`src/rtl/frontend_rw_scheduler.sv`:
```
// Read/write request scheduler in front of a memory backend: separate read and
// write FIFOs, per-read write-age snapshots for RAW/WAR ordering, and a write-drain mode.
module frontend_rw_scheduler #(
  parameter int ADDR_W   = 24,
  parameter int DATA_W   = 32,
  parameter int ID_W     = 4,
  parameter int RD_DEPTH = 8,
  parameter int WR_DEPTH = 16,
  parameter int HIGH_WM  = 12,
  parameter int LOW_WM   = 4
) (
  input  logic                          i_clk,
  input  logic                          i_rst,
  input  logic                          i_req_valid,
  output logic                          o_req_ready,
  input  logic                          i_req_op,
  input  logic [ADDR_W-1:0]             i_req_addr,
  input  logic [ID_W-1:0]               i_req_id,
  input  logic [DATA_W-1:0]             i_req_wdata,
  output logic                          o_cmd_valid,
  input  logic                          i_cmd_ready,
  output logic                          o_cmd_op,
  output logic [ADDR_W-1:0]             o_cmd_addr,
  output logic [ID_W-1:0]               o_cmd_id,
  output logic [DATA_W-1:0]             o_cmd_wdata,
  output logic [$clog2(RD_DEPTH+1)-1:0] o_rd_count,
  output logic [$clog2(WR_DEPTH+1)-1:0] o_wr_count,
  output logic                          o_drain
);

  if (!((LOW_WM < HIGH_WM) && (HIGH_WM <= WR_DEPTH))) begin : g_param_check
    $error("frontend_rw_scheduler: requires LOW_WM < HIGH_WM <= WR_DEPTH");
  end

  localparam int RC_W = $clog2(RD_DEPTH + 1);
  localparam int WC_W = $clog2(WR_DEPTH + 1);
  localparam int RP_W = (RD_DEPTH > 1) ? $clog2(RD_DEPTH) : 1;
  localparam int WP_W = (WR_DEPTH > 1) ? $clog2(WR_DEPTH) : 1;
  localparam logic [RC_W-1:0] RD_FULL_C = RC_W'(RD_DEPTH);
  localparam logic [WC_W-1:0] WR_FULL_C = WC_W'(WR_DEPTH);
  localparam logic [WC_W-1:0] HIGH_C    = WC_W'(HIGH_WM);
  localparam logic [WC_W-1:0] LOW_C     = WC_W'(LOW_WM);
  localparam logic [RP_W-1:0] RD_LAST_C = RP_W'(RD_DEPTH - 1);
  localparam logic [WP_W-1:0] WR_LAST_C = WP_W'(WR_DEPTH - 1);

  typedef enum logic {MODE_NORMAL = 1'b0, MODE_DRAIN = 1'b1} mode_e;

  mode_e             mode_q, mode_d;
  logic              lock_q, lock_d;
  logic              lock_op_q, lock_op_d;
  logic [RP_W-1:0]   rd_wptr_q, rd_wptr_d, rd_rptr_q, rd_rptr_d;
  logic [WP_W-1:0]   wr_wptr_q, wr_wptr_d, wr_rptr_q, wr_rptr_d;
  logic [RC_W-1:0]   rd_count_q, rd_count_d;
  logic [WC_W-1:0]   wr_count_q, wr_count_d;

  logic [ADDR_W-1:0] rq_addr_q [RD_DEPTH];
  logic [ID_W-1:0]   rq_id_q   [RD_DEPTH];
  logic [WC_W-1:0]   rq_snap_q [RD_DEPTH];
  logic [WC_W-1:0]   rq_snap_d [RD_DEPTH];
  logic [ADDR_W-1:0] wq_addr_q [WR_DEPTH];
  logic [ID_W-1:0]   wq_id_q   [WR_DEPTH];
  logic [DATA_W-1:0] wq_data_q [WR_DEPTH];

  logic rd_full, wr_full, rd_push, wr_push, rd_pop, wr_pop;
  logic raw, war, read_ok, write_ok, sel_valid, sel_op, fire;
  logic [WC_W-1:0] head_snap;
  int   age;

  // Requests: accepted on i_req_valid && o_req_ready. Commands: o_cmd_* are held
  // stable from the first cycle o_cmd_valid is high until i_cmd_ready completes it.
  assign rd_full     = (rd_count_q == RD_FULL_C);
  assign wr_full     = (wr_count_q == WR_FULL_C);
  assign o_req_ready = i_req_op ? !wr_full : !rd_full;
  assign rd_push     = i_req_valid && o_req_ready && !i_req_op;
  assign wr_push     = i_req_valid && o_req_ready && i_req_op;
  assign head_snap   = rq_snap_q[rd_rptr_q];

  // A read's snapshot counts the writes ahead of it, which are the oldest entries
  // of the write FIFO; a read with snapshot 0 is older than every pending write.
  always_comb begin
    raw = 1'b0;
    war = 1'b0;
    age = 0;
    for (int i = 0; i < WR_DEPTH; i++) begin
      age = i - int'(wr_rptr_q);
      if (age < 0) age = age + WR_DEPTH;
      if ((age < int'(head_snap)) && (wq_addr_q[i] == rq_addr_q[rd_rptr_q])) raw = 1'b1;
    end
    for (int i = 0; i < RD_DEPTH; i++) begin
      age = i - int'(rd_rptr_q);
      if (age < 0) age = age + RD_DEPTH;
      if ((age < int'(rd_count_q)) && (rq_snap_q[i] == '0) &&
          (rq_addr_q[i] == wq_addr_q[wr_rptr_q])) war = 1'b1;
    end
  end

  always_comb begin
    read_ok   = (rd_count_q != '0) && !raw;
    write_ok  = (wr_count_q != '0) && !war;
    sel_valid = 1'b0;
    sel_op    = 1'b0;
    if (lock_q) begin
      sel_valid = 1'b1;
      sel_op    = lock_op_q;
    end else if (mode_q == MODE_DRAIN) begin
      if (write_ok) begin
        sel_valid = 1'b1;
        sel_op    = 1'b1;
      end else if (read_ok) begin
        sel_valid = 1'b1;
      end
    end else begin
      if (read_ok) begin
        sel_valid = 1'b1;
      end else if (write_ok) begin
        sel_valid = 1'b1;
        sel_op    = 1'b1;
      end
    end
  end

  assign fire        = sel_valid && i_cmd_ready;
  assign rd_pop      = fire && !sel_op;
  assign wr_pop      = fire && sel_op;
  assign o_cmd_valid = sel_valid;

  always_comb begin
    o_cmd_op    = 1'b0;
    o_cmd_addr  = '0;
    o_cmd_id    = '0;
    o_cmd_wdata = '0;
    if (sel_valid) begin
      o_cmd_op = sel_op;
      if (sel_op) begin
        o_cmd_addr  = wq_addr_q[wr_rptr_q];
        o_cmd_id    = wq_id_q[wr_rptr_q];
        o_cmd_wdata = wq_data_q[wr_rptr_q];
      end else begin
        o_cmd_addr = rq_addr_q[rd_rptr_q];
        o_cmd_id   = rq_id_q[rd_rptr_q];
      end
    end
  end

  always_comb begin
    mode_d     = mode_q;
    lock_d     = sel_valid && !i_cmd_ready;
    lock_op_d  = sel_op;
    rd_wptr_d  = rd_wptr_q;
    rd_rptr_d  = rd_rptr_q;
    wr_wptr_d  = wr_wptr_q;
    wr_rptr_d  = wr_rptr_q;
    rd_count_d = rd_count_q;
    wr_count_d = wr_count_q;
    if ((mode_q == MODE_NORMAL) && (wr_count_q >= HIGH_C)) mode_d = MODE_DRAIN;
    if ((mode_q == MODE_DRAIN) && (wr_count_q <= LOW_C))   mode_d = MODE_NORMAL;
    if (rd_push) rd_wptr_d = (rd_wptr_q == RD_LAST_C) ? '0 : rd_wptr_q + RP_W'(1);
    if (rd_pop)  rd_rptr_d = (rd_rptr_q == RD_LAST_C) ? '0 : rd_rptr_q + RP_W'(1);
    if (wr_push) wr_wptr_d = (wr_wptr_q == WR_LAST_C) ? '0 : wr_wptr_q + WP_W'(1);
    if (wr_pop)  wr_rptr_d = (wr_rptr_q == WR_LAST_C) ? '0 : wr_rptr_q + WP_W'(1);
    if (rd_push && !rd_pop) rd_count_d = rd_count_q + RC_W'(1);
    if (!rd_push && rd_pop) rd_count_d = rd_count_q - RC_W'(1);
    if (wr_push && !wr_pop) wr_count_d = wr_count_q + WC_W'(1);
    if (!wr_push && wr_pop) wr_count_d = wr_count_q - WC_W'(1);
    for (int i = 0; i < RD_DEPTH; i++) begin
      rq_snap_d[i] = rq_snap_q[i];
      if (wr_pop && (rq_snap_q[i] != '0)) rq_snap_d[i] = rq_snap_q[i] - WC_W'(1);
    end
    // The new read must not count a write that leaves on this same edge.
    if (rd_push) rq_snap_d[rd_wptr_q] = wr_count_q - WC_W'(wr_pop);
  end

  always_ff @(posedge i_clk or posedge i_rst) begin
    if (i_rst) begin
      mode_q     <= MODE_NORMAL;
      lock_q     <= 1'b0;
      lock_op_q  <= 1'b0;
      rd_wptr_q  <= '0;
      rd_rptr_q  <= '0;
      wr_wptr_q  <= '0;
      wr_rptr_q  <= '0;
      rd_count_q <= '0;
      wr_count_q <= '0;
      for (int i = 0; i < RD_DEPTH; i++) rq_snap_q[i] <= '0;
    end else begin
      mode_q     <= mode_d;
      lock_q     <= lock_d;
      lock_op_q  <= lock_op_d;
      rd_wptr_q  <= rd_wptr_d;
      rd_rptr_q  <= rd_rptr_d;
      wr_wptr_q  <= wr_wptr_d;
      wr_rptr_q  <= wr_rptr_d;
      rd_count_q <= rd_count_d;
      wr_count_q <= wr_count_d;
      for (int i = 0; i < RD_DEPTH; i++) rq_snap_q[i] <= rq_snap_d[i];
    end
  end

  // Payload storage needs no reset: entries are only read inside the occupied range.
  always_ff @(posedge i_clk) begin
    if (rd_push) begin
      rq_addr_q[rd_wptr_q] <= i_req_addr;
      rq_id_q[rd_wptr_q]   <= i_req_id;
    end
    if (wr_push) begin
      wq_addr_q[wr_wptr_q] <= i_req_addr;
      wq_id_q[wr_wptr_q]   <= i_req_id;
      wq_data_q[wr_wptr_q] <= i_req_wdata;
    end
  end

  assign o_rd_count = rd_count_q;
  assign o_wr_count = wr_count_q;
  assign o_drain    = (mode_q == MODE_DRAIN);

endmodule

```
`config.mk`:
```
export PLATFORM = sky130hd
export DESIGN_NAME = frontend_rw_scheduler
export DESIGN_NICKNAME = d
export VERILOG_FILES = /design/src/rtl/frontend_rw_scheduler.sv
export SDC_FILE = /design/constraint.sdc
export NUM_CORES = 2
export LEC_CHECK = 0
export CAP_MARGIN = 20
export CORE_UTILIZATION = 55
export CTS_BUF_LIST = sky130_fd_sc_hd__clkbuf_4 sky130_fd_sc_hd__clkbuf_8 sky130_fd_sc_hd__clkbuf_16
export DETAILED_ROUTE_END_ITERATION = 12
export GPL_ROUTABILITY_DRIVEN = 1
export PLACE_DENSITY_LB_ADDON = 0.25
export SLEW_MARGIN = 5
export SYNTH_ARGS = -nofsm -noshare
export SYNTH_HDL_FRONTEND = slang
export SYNTH_SLANG_ARGS = --single-unit
```
`constraint.sdc`:
```
create_clock -name i_clk -period 6.5 [get_ports i_clk]
set_input_delay 0.65 -clock i_clk [delete_from_list [all_inputs] [get_ports i_clk]]
set_output_delay 0.65 -clock i_clk [all_outputs]
set_load 0.03 [all_outputs]
```
==> Word-level counts from Yosys, hierarchy flattened <==
Memory sizes are Yosys's and may differ from the RTL's.
Index checks and enable logic that the tools add are counted.
W data, S select, Z words.
{ "op_classes": {"addsub": 65, "n_lt_le_gt_ge": 53, "n_eq_ne": 30, "mux": 94, "bitwise": 3, "n_reduce_logical": 88} }
{ "ops": {"columns": ["cell", "count"], "rows": [
  ["$mux W32", 26],
  ["$eq A24 B24 Y1", 24],
  ["$lt A32 B6 Y1", 16],
  ["$lt A32 B5 Y1", 8],
  ["$add A5 B6 Y7 const B", 16],
  ["$lt A5 B1 Y1 const B", 16],
  ["$mux W5", 13],
  ["$logic_and A1 B1 Y1", 56],
  ["$add A4 B5 Y6 const B", 8],
  ["$mux W24", 2],
  ["$reduce_bool A5 Y1", 9],
  ["$sub A5 B1 Y5 const B", 9],
  ["$mux W1", 41],
  ["$bwmux W40", 1],
  ["$logic_not A5 Y1", 8],
  ["$mux W40", 1],
  ["$sub A4 B4 Y5 const A", 8],
  ["$lt A4 B1 Y1 const B", 9],
  ["$mux W4", 6],
  ["$sub A3 B4 Y5 const A", 4],
  ["$sub A3 B3 Y4 const A", 4],
  ["$bmux W5 S3", 1],
  ["$demux W5 S3", 1],
  ["$add A4 B1 Y4 const B", 3],
  ["20 further kinds", 43]
]} }
{ "totals": {"ff_bits": 66, "mem_bits_rw": 1184, "inputBits": 65, "elab_cells": 355, "mem_count": 5} }
{ "mem_list": {"columns": ["name", "words", "width", "rd", "rd_clocked_by_memory_dff", "write_ports", "line_no", "text"], "rows": [
  ["wq_data_q", 16, 32, 1, 0, 1, "62", "logic [DATA_W-1:0] wq_data_q [WR_DEPTH];"],
  ["wq_addr_q", 16, 24, 17, 0, 1, "60", "logic [ADDR_W-1:0] wq_addr_q [WR_DEPTH];"],
  ["rq_addr_q", 8, 24, 9, 0, 1, "56", "logic [ADDR_W-1:0] rq_addr_q [RD_DEPTH];"],
  ["wq_id_q", 16, 4, 1, 0, 1, "61", "logic [ID_W-1:0] wq_id_q [WR_DEPTH];"],
  ["rq_id_q", 8, 4, 1, 0, 1, "57", "logic [ID_W-1:0] rq_id_q [RD_DEPTH];"]
]} }

==> Logic depth before layout (Yosys ltp) <==
{ "depth": {"depth_word": 34, "mapped_depth": 33, "depth_no_buf": 25} }

==> Least setup slack after synthesis <==
OpenSTA, ideal clock, no wires.
{ "synth_timing": {"kind": "flip-flop to flip-flop", "startpoint": "register rd_rptr_q[0]", "endpoint": "register rd_count_q[2] (netlist: o_rd_count[2])", "setup_time_ns": 0.131, "t_arrival_ns": 6.672, "required_time_ns": 6.369, "slack_ns": -0.303, "stages_incl_launch_ff": 28, "n_path_buf": 8, "synth_period_minus_slack_ns": 6.803, "path_cell_list": "dfrtp_1 > buf_2 > buf_4 > buf_4 > buf_4 > buf_2 > buf_1 > mux4_2 > mux2i_1 > ha_1 > a2111oi_0 > and4_1 > and4_1 > a2111oi_0 > nand2_1 > o311a_1 > buf_2 > inv_1 > nand3_1 > inv_1 > ha_1 > clkbuf_1 > xor2_1 > ha_1 > a41oi_1 > xor2_1 > nor2_1 > xnor2_1"} }
{ "synth_via": {"elab_chain_cells": 33, "elab_cells_between_ends": 154, "classes_between": "add/sub: 16; order compare: 32; eq/ne: 16; mux: 45; bitwise: 1; reduce/logical: 43; memory: 1"} }
{ "synth_lines": {"columns": ["item", "line_no", "text"], "rows": [
  ["start, declared", "51", "logic [RP_W-1:0] rd_wptr_q, rd_wptr_d, rd_rptr_q, rd_rptr_d;"],
  ["start signal, assigned", "190", "rd_rptr_q <= rd_rptr_d;"],
  ["$not A3 Y4 (implied by the code)", "76", "assign head_snap = rq_snap_q[rd_rptr_q];"],
  ["$bmux W5 S3", "76", null],
  ["$mux W5 (implied by the code) (2 in series)", "76", null],
  ["$lt A32 B6 Y1", "87", "if ((age < int'(head_snap)) && (wq_addr_q[i] == rq_addr_q[rd_rptr_q])) raw = 1'b1;"],
  ["$logic_and A1 B1 Y1", "87", null],
  ["$mux W1 (16 in series)", "87", null],
  ["$logic_not A1 Y1", "98", "read_ok = (rd_count_q != '0) && !raw;"],
  ["$logic_and A1 B1 Y1", "98", null],
  ["[2 not listed]", null, null],
  ["$mux W1 *", "105", "end else if (mode_q == MODE_DRAIN) begin"],
  ["$mux W1 *", "102", "if (lock_q) begin"],
  ["net o_cmd_valid", "20", "output logic o_cmd_valid,"],
  ["$logic_and A1 B1 Y1 *", "122", "assign fire = sel_valid && i_cmd_ready;"],
  ["$logic_and A1 B1 Y1 *", "123", "assign rd_pop = fire && !sel_op;"],
  ["$logic_not A1 Y1", "161", "if (rd_push && !rd_pop) rd_count_d = rd_count_q + RC_W'(1);"],
  ["$logic_and A1 B1 Y1", "161", null],
  ["$reduce_bool A2 Y1 (no source line)", null, null],
  ["end signal, assigned", "193", "rd_count_q <= rd_count_d;"],
  ["end, declared", "53", "logic [RC_W-1:0] rd_count_q, rd_count_d;"]
]} }
The timed path passes the listed nets; every way through them passes the cells marked *. The select of a mux whose other input is x is not followed.
A chain may end at the register's enable or synchronous reset.

==> Worst setup path in the final report <==
{ "layout_timing": {"startpoint": "register rd_rptr_q[0]", "endpoint": "output port o_cmd_addr[1]"} }
{ "layout_via": {"elab_chain_cells": 29, "elab_cells_between_ends": 148, "classes_between": "add/sub: 16; order compare: 32; eq/ne: 16; mux: 46; bitwise: 1; reduce/logical: 36; memory: 1"} }
{ "layout_lines": {"columns": ["item", "line_no", "text"], "rows": [
  ["$not A3 Y4 (implied by the code)", "76", null],
  ["$bmux W5 S3", "76", null],
  ["$mux W5 (implied by the code) (2 in series)", "76", null],
  ["$lt A32 B6 Y1", "87", null],
  ["$logic_and A1 B1 Y1", "87", null],
  ["$mux W1 (16 in series)", "87", null],
  ["$logic_not A1 Y1", "98", null],
  ["$logic_and A1 B1 Y1", "98", null],
  ["$mux W1 (on tied branches)", "113, 109", null],
  ["$mux W1 (on tied branches)", "105, 106", null],
  ["$mux W1 (on tied branches)", "102, 105", null],
  ["$mux W24 / $mux W1 (equally long branches)", "134, 102", null],
  ["$mux W24 *", "132", "if (sel_valid) begin"],
  ["end, declared", "23", "output logic [ADDR_W-1:0] o_cmd_addr,"]
]} }
Mark *: on every way between the ends. The rest lies on a longest branch, timed or not. The select of a mux whose other input is x is not followed.

==> flow_summary.html <==
<table>
<tr><th>Metric</th><th>Value</th></tr>
<tr><th colspan="2">Global route</th></tr>
<tr><td>Vias in the first global route</td><td>approximately 38,000</td></tr>
<tr><td>Pin count of the biggest net entering global routing</td><td>110</td></tr>
<tr><td>Total global routing overflow</td><td>0</td></tr>
<tr><td>Global-route wire length before repair</td><td>between 200 and 300 mm</td></tr>
<tr><td>Overall Global Routing Usage</td><td>approximately 38%</td></tr>
<tr><td>Initial antenna violation count</td><td>2</td></tr>
<tr><th colspan="2">Synth</th></tr>
<tr><td>Top post-synthesis cells by count</td><td>1,184 x edfxtp_1, 392 x xnor2_1, 290 x mux4_2, 175 x mux2i_1, 167 x xor2_1</td></tr>
<tr><td>EDFF count, synth</td><td>between 1,000 and 1,500</td></tr>
<tr><td>Cell type with the highest aggregate area in the netlist</td><td>edfxtp_1</td></tr>
<tr><td>Yosys Warn Count</td><td>0</td></tr>
<tr><td>Syn nets</td><td>just over 4,000</td></tr>
<tr><td>Asr flop ratio synth</td><td>5.280%</td></tr>
<tr><td>Syn_area_per_cell</td><td>15.44 um^2</td></tr>
<tr><td>Syn Std Cell Area</td><td>0.06092 mm^2</td></tr>
<tr><td>Number of library cell types mapped by synthesis</td><td>89</td></tr>
<tr><td>Instance count of the mapped netlist</td><td>3,945</td></tr>
<tr><td>Total of flip-flops plus latches after synthesis</td><td>1,250</td></tr>
<tr><td>Most numerous cell in the Yosys netlist</td><td>edfxtp_1</td></tr>
<tr><td>Portion of synthesized cell area occupied by the leading cell type</td><td>between 50% and 60%</td></tr>
<tr><td>Predominant post-synthesis flop cell</td><td>edfxtp_1</td></tr>
<tr><td>Cells taking the most area after synthesis</td><td>edfxtp_1 58%, mux4_2 11%, xnor2_1 5.6%</td></tr>
<tr><td>Post-synthesis sequential area ratio</td><td>61.08%</td></tr>
<tr><th colspan="2">Placed design</th></tr>
<tr><td>Sum of net half-perimeters after detailed placement</td><td>around 150 mm</td></tr>
<tr><td>Number of buffers inserted by port buffering</td><td>between 100 and 150</td></tr>
<tr><td>Placed Area</td><td>0.06587 mm^2</td></tr>
<tr><td>Placer congestion estimate</td><td>between 1 and 1.5</td></tr>
<tr><td>Placed cells</td><td>approximately 5,600</td></tr>
<tr><th colspan="2">Route</th></tr>
<tr><td>Violation count after the first detailed-routing iteration</td><td>between 6,000 and 7,000</td></tr>
<tr><td>Vias</td><td>approximately 40,000</td></tr>
<tr><td>Final wirelength</td><td>~210 mm</td></tr>
<tr><td>Number of iterations in the first detailed-routing pass</td><td>6</td></tr>
<tr><td>Number of vias per cell after detailed routing</td><td>just under 7</td></tr>
<tr><td>Antenna-violating nets left</td><td>0</td></tr>
<tr><td>Per-cell routed wire length</td><td>approximately 36 um</td></tr>
<tr><td>Number of design rule violations left after detail routing</td><td>0</td></tr>
<tr><th colspan="2">Critical path</th></tr>
<tr><td>Delay of the slowest cell on the worst path</td><td>0.85 ns</td></tr>
<tr><td>Series of cell instances along the critical path</td><td>buf_12 -&gt; mux4_2 -&gt; nand2_1 -&gt; and2_1 -&gt; buf_4 -&gt; xnor2_1 -&gt; nor4_1 -&gt; nand4_1 -&gt; o22ai_1 -&gt; nor4b_1 -&gt; nand4_1 -&gt; a31oi_4 -&gt; buf_12 -&gt; buf_6 -&gt; a211oi_2 -&gt; buf_4 -&gt; buf_12</td></tr>
<tr><td>Type of the worst setup path</td><td>reg -&gt; out</td></tr>
<tr><td>R2r startpoint</td><td>rd_rptr_q[0]</td></tr>
<tr><td>Number of gates on the worst path with buffers counted</td><td>17</td></tr>
<tr><td>Buffer and inverter count on the worst path</td><td>6</td></tr>
<tr><td>WP data required</td><td>about 5.9 ns</td></tr>
<tr><td>Critical-path cell with the highest stage delay</td><td>nor4_1</td></tr>
<tr><td>Terminus of the critical flop-to-flop path</td><td>o_wr_count[4]</td></tr>
<tr><td>Worst path most repeated cell</td><td>buf_12</td></tr>
<tr><td>Startpoint types</td><td>flop</td></tr>
<tr><td>Reg-to-reg setup timing slack</td><td>0.47 ns</td></tr>
<tr><td>Crit-path leading delay family</td><td>simple AND/OR/NAND/NOR gates</td></tr>
<tr><td>Worst Reg2Reg Path Length in Cells</td><td>24</td></tr>
<tr><td>Worst path arrival time</td><td>roughly 5.9 ns</td></tr>
<tr><td>Maximum fanout encountered on the critical timing path</td><td>21</td></tr>
<tr><td>Endpoint class of the critical path</td><td>primary output</td></tr>
<tr><th colspan="2">Die</th></tr>
<tr><td>Number of cell rows</td><td>approximately 120</td></tr>
<tr><td>Top-level port count</td><td>around 140</td></tr>
<tr><td>Starting density of the core</td><td>55.73%</td></tr>
<tr><td>Die area</td><td>roughly 0.11 mm^2</td></tr>
<tr><td>Die outline height</td><td>approximately 330 um</td></tr>
<tr><td>Placeable Area</td><td>roughly 0.11 mm^2</td></tr>
<tr><td>Die boundary width</td><td>334.8 um</td></tr>
<tr><th colspan="2">STA</th></tr>
<tr><td>Max_slew headroom</td><td>approximately 23%</td></tr>
<tr><td>Slew at the pin closest to its max-slew limit</td><td>about 1.2 ns</td></tr>
<tr><td>Maximum clock rate</td><td>about 0.15 GHz</td></tr>
<tr><td>Unrepaired setup endpoints after global routing</td><td>yes</td></tr>
<tr><td>Final period demand of the worst path</td><td>6.591 ns</td></tr>
<tr><td>Number of max-slew violations in the final report</td><td>0</td></tr>
<tr><td>Fin Clk Skew</td><td>between 0.03 and 0.04 ns</td></tr>
<tr><td>Fin. Hold Viols</td><td>0</td></tr>
<tr><td>Period utilisation layout</td><td>101.4%</td></tr>
<tr><td>Total negative slack</td><td>-0.7325 ns</td></tr>
<tr><td>Final Worst Setup Slack</td><td>-0.09083 ns</td></tr>
<tr><td>Setup violations, final</td><td>28</td></tr>
<tr><th colspan="2">Power and ir drop</th></tr>
<tr><td>Switching share of power</td><td>between 40% and 50%</td></tr>
<tr><td>Relative contribution of combinational cells to total power</td><td>a little over half</td></tr>
<tr><td>Share of total power in sequential cells</td><td>roughly a quarter</td></tr>
<tr><td>Leakage power of the design</td><td>between 20 and 25 nW</td></tr>
<tr><td>Cell-internal power</td><td>about 22 mW</td></tr>
<tr><td>Sw power</td><td>roughly 17 mW</td></tr>
<tr><td>VDD IR max</td><td>around 360 uV</td></tr>
<tr><td>Power density cells</td><td>around 550 mW/mm^2</td></tr>
<tr><td>Clk network pwr share</td><td>around a fifth</td></tr>
<tr><th colspan="2">CTS</th></tr>
<tr><td>Clock Tree Root</td><td>clkbuf_16</td></tr>
<tr><td>CTS tree</td><td>yes</td></tr>
<tr><td>Clk Latency, worst-skew pair</td><td>roughly 0.8 ns</td></tr>
<tr><td>CTS buffer count</td><td>between 100 and 150</td></tr>
<tr><td>Total number of clock tree sinks</td><td>between 1,000 and 1,500</td></tr>
<tr><td>H-Tree Depth</td><td>4</td></tr>
<tr><td>Clock slew seen by the registers of the worst setup and hold paths</td><td>about 0.050 ns</td></tr>
<tr><td>Number of buffers on the longest clock path</td><td>3</td></tr>
<tr><th colspan="2">Final layout</th></tr>
<tr><td>Area growth from synthesis to final layout</td><td>16.83%</td></tr>
<tr><td>Filler-free cell count of the finished design</td><td>about 5,900</td></tr>
<tr><td>Number of nets at the end of the flow</td><td>4,467</td></tr>
<tr><td>Share of cells above drive strength 1</td><td>23.25%</td></tr>
<tr><td>Post-route cell area</td><td>0.07117 mm^2</td></tr>
<tr><th colspan="2">Hold path</th></tr>
<tr><td>Hold/Removal Path Class</td><td>in -&gt; async</td></tr>
<tr><th colspan="2">Run</th></tr>
<tr><td>Total of max-cap violations</td><td>0</td></tr>
<tr><th colspan="2">Status</th></tr>
<tr><td>Violations in the final reports</td><td>negative setup slack</td></tr>
<tr><td>Result of the run</td><td>finished, violations left</td></tr>
</table>
tightest hold or removal path, stage by stage:
cell,delay [ns]
clkdlybuf4s50_1,0.41
inv_2,0.05
buf_4,0.69
registers in the layout, indices dropped and copies added (netlist names), 5 cells and up:
| name | cells |
|---|---|
| wq_data_q | 512 |
| wq_addr_q | 384 |
| rq_addr_q | 192 |
| wq_id_q | 64 |
| rq_snap_q | 40 |
| rq_id_q | 32 |
| o_wr_count | 5 |
cells by family (layout without fill, tap and decap cells):
family | count (synthesis) | in the layout | share of synthesized area (%)
flip-flops | 1250 | 1250 | 61.08
other | 0 | 2 | 0
adder cells (fa/ha/maj) | 75 | 75 | 1.553
AO/OA/AOI/OAI | 502 | 502 | 5.704
multiplexers | 514 | 514 | 14.76
buffers and inverters | 313 | 802 | 2.302
XOR/XNOR | 559 | 559 | 8.037
AND/OR/NAND/NOR | 732 | 732 | 6.567
cells in the final DEF (no fill, tap or decap), types with 14 or more instances in the layout:
cell type	count
nand2_1	121
buf_4	305
a211oi_1	27
mux2i_4	16
and2_4	15
and3_1	65
o2111ai_1	15
nand4_1	47
o211ai_1	18
xnor2_1	387
inv_1	85
nand3_1	84
mux2_2	25
mux2i_1	169
nor2_1	97
edfxtp_1	1184
nor3_1	41
clkbuf_16	137
a22oi_1	16
dfrtp_1	60
a2111oi_0	16
clkinv_2	19
clkdlybuf4s50_1	75
a21o_1	32
mux4_2	290
o21ai_0	74
dlygate4sd2_1	15
ha_1	74
nand4b_1	21
xor2_1	165
buf_12	48
clkbuf_4	35
nor4_1	90
and2_1	20
nand2b_1	14
mux2i_2	14
a21oi_1	119
nor2b_1	43
clkinv_1	26
o22a_1	37
per-layer routing:
metal / vias up / global-route usage, % / share of wire, %
li1: 16306 / - / -
met1: 20267 / 50.64 / 37
met2: 2893 / 56.68 / 45
met3: 644 / 7.460 / 11
met4: 4 / 23.39 / 7.4
met5: - / 0 / 0.010
area by class of cell:
| cell class | instances | area [um^2] |
|---|---|---|
| Sequential cell | 1250 | 37230 |
| Antenna cell | 2 | 5.005 |
| Tap cell | 1476 | 1847 |
| Clock inverter | 72 | 823.3 |
| Timing Repair Buffer | 465 | 4514 |
| Multi-Input combinational cell | 2382 | 22710 |
| Fill cell | 7776 | 38140 |
| Inverter | 93 | 355.3 |
| Clock buffer | 172 | 3691 |
power groups by stage:
stage / clock (mW) / combinational (mW) / sequential, mW
finish: 7.85 / 21.2 / 9.98
global route: 8.19 / 21.8 / 10.0
CTS: 7.90 / 20.2 / 9.97
detailed placement: 0 / 19.8 / 10.2
global placement: 0 / 19.8 / 10.2
floorplan: 0 / 11.5 / 9.91
timing repair:
action | 4_1_cts | 5_1_grt
hold endpoints to repair | 0 | 0
setup endpoints to repair | 54 | 54
cloned | 0 | 0
hold buffers | 0 | 0
pin swaps | 1 | 2
resized for setup | 50 | 57
setup buffers | 12 | 11
worst max path at each step:
stage	from	endpoint
after CTS	wr_rptr_q[2]	o_cmd_addr[19]
after global placement	rd_rptr_q[0]	o_wr_count[4]
after detailed placement	rd_rptr_q[0]	o_wr_count[4]
final	rd_rptr_q[0]	o_cmd_addr[1]
after floorplan	rd_rptr_q[0]	o_rd_count[2]
after global routing	wr_rptr_q[2]	o_cmd_id[3]
through the flow:
step	setup slack (ns)	utilization, %	hold WS (ns)	power [mW]
final	-0.09083	65.11	0.4991	39.06
after global routing	-0.02603	65.10	0.5772	39.97
after CTS	0.02303	64.61	0.5341	38.07
after detailed placement	0.3219	60.26	0.5033	30.00
after global placement	0.06282	60.22	0.5059	29.94
after floorplan	0.1151	-	0.4752	21.41
Power figures use the tool's default switching activity.
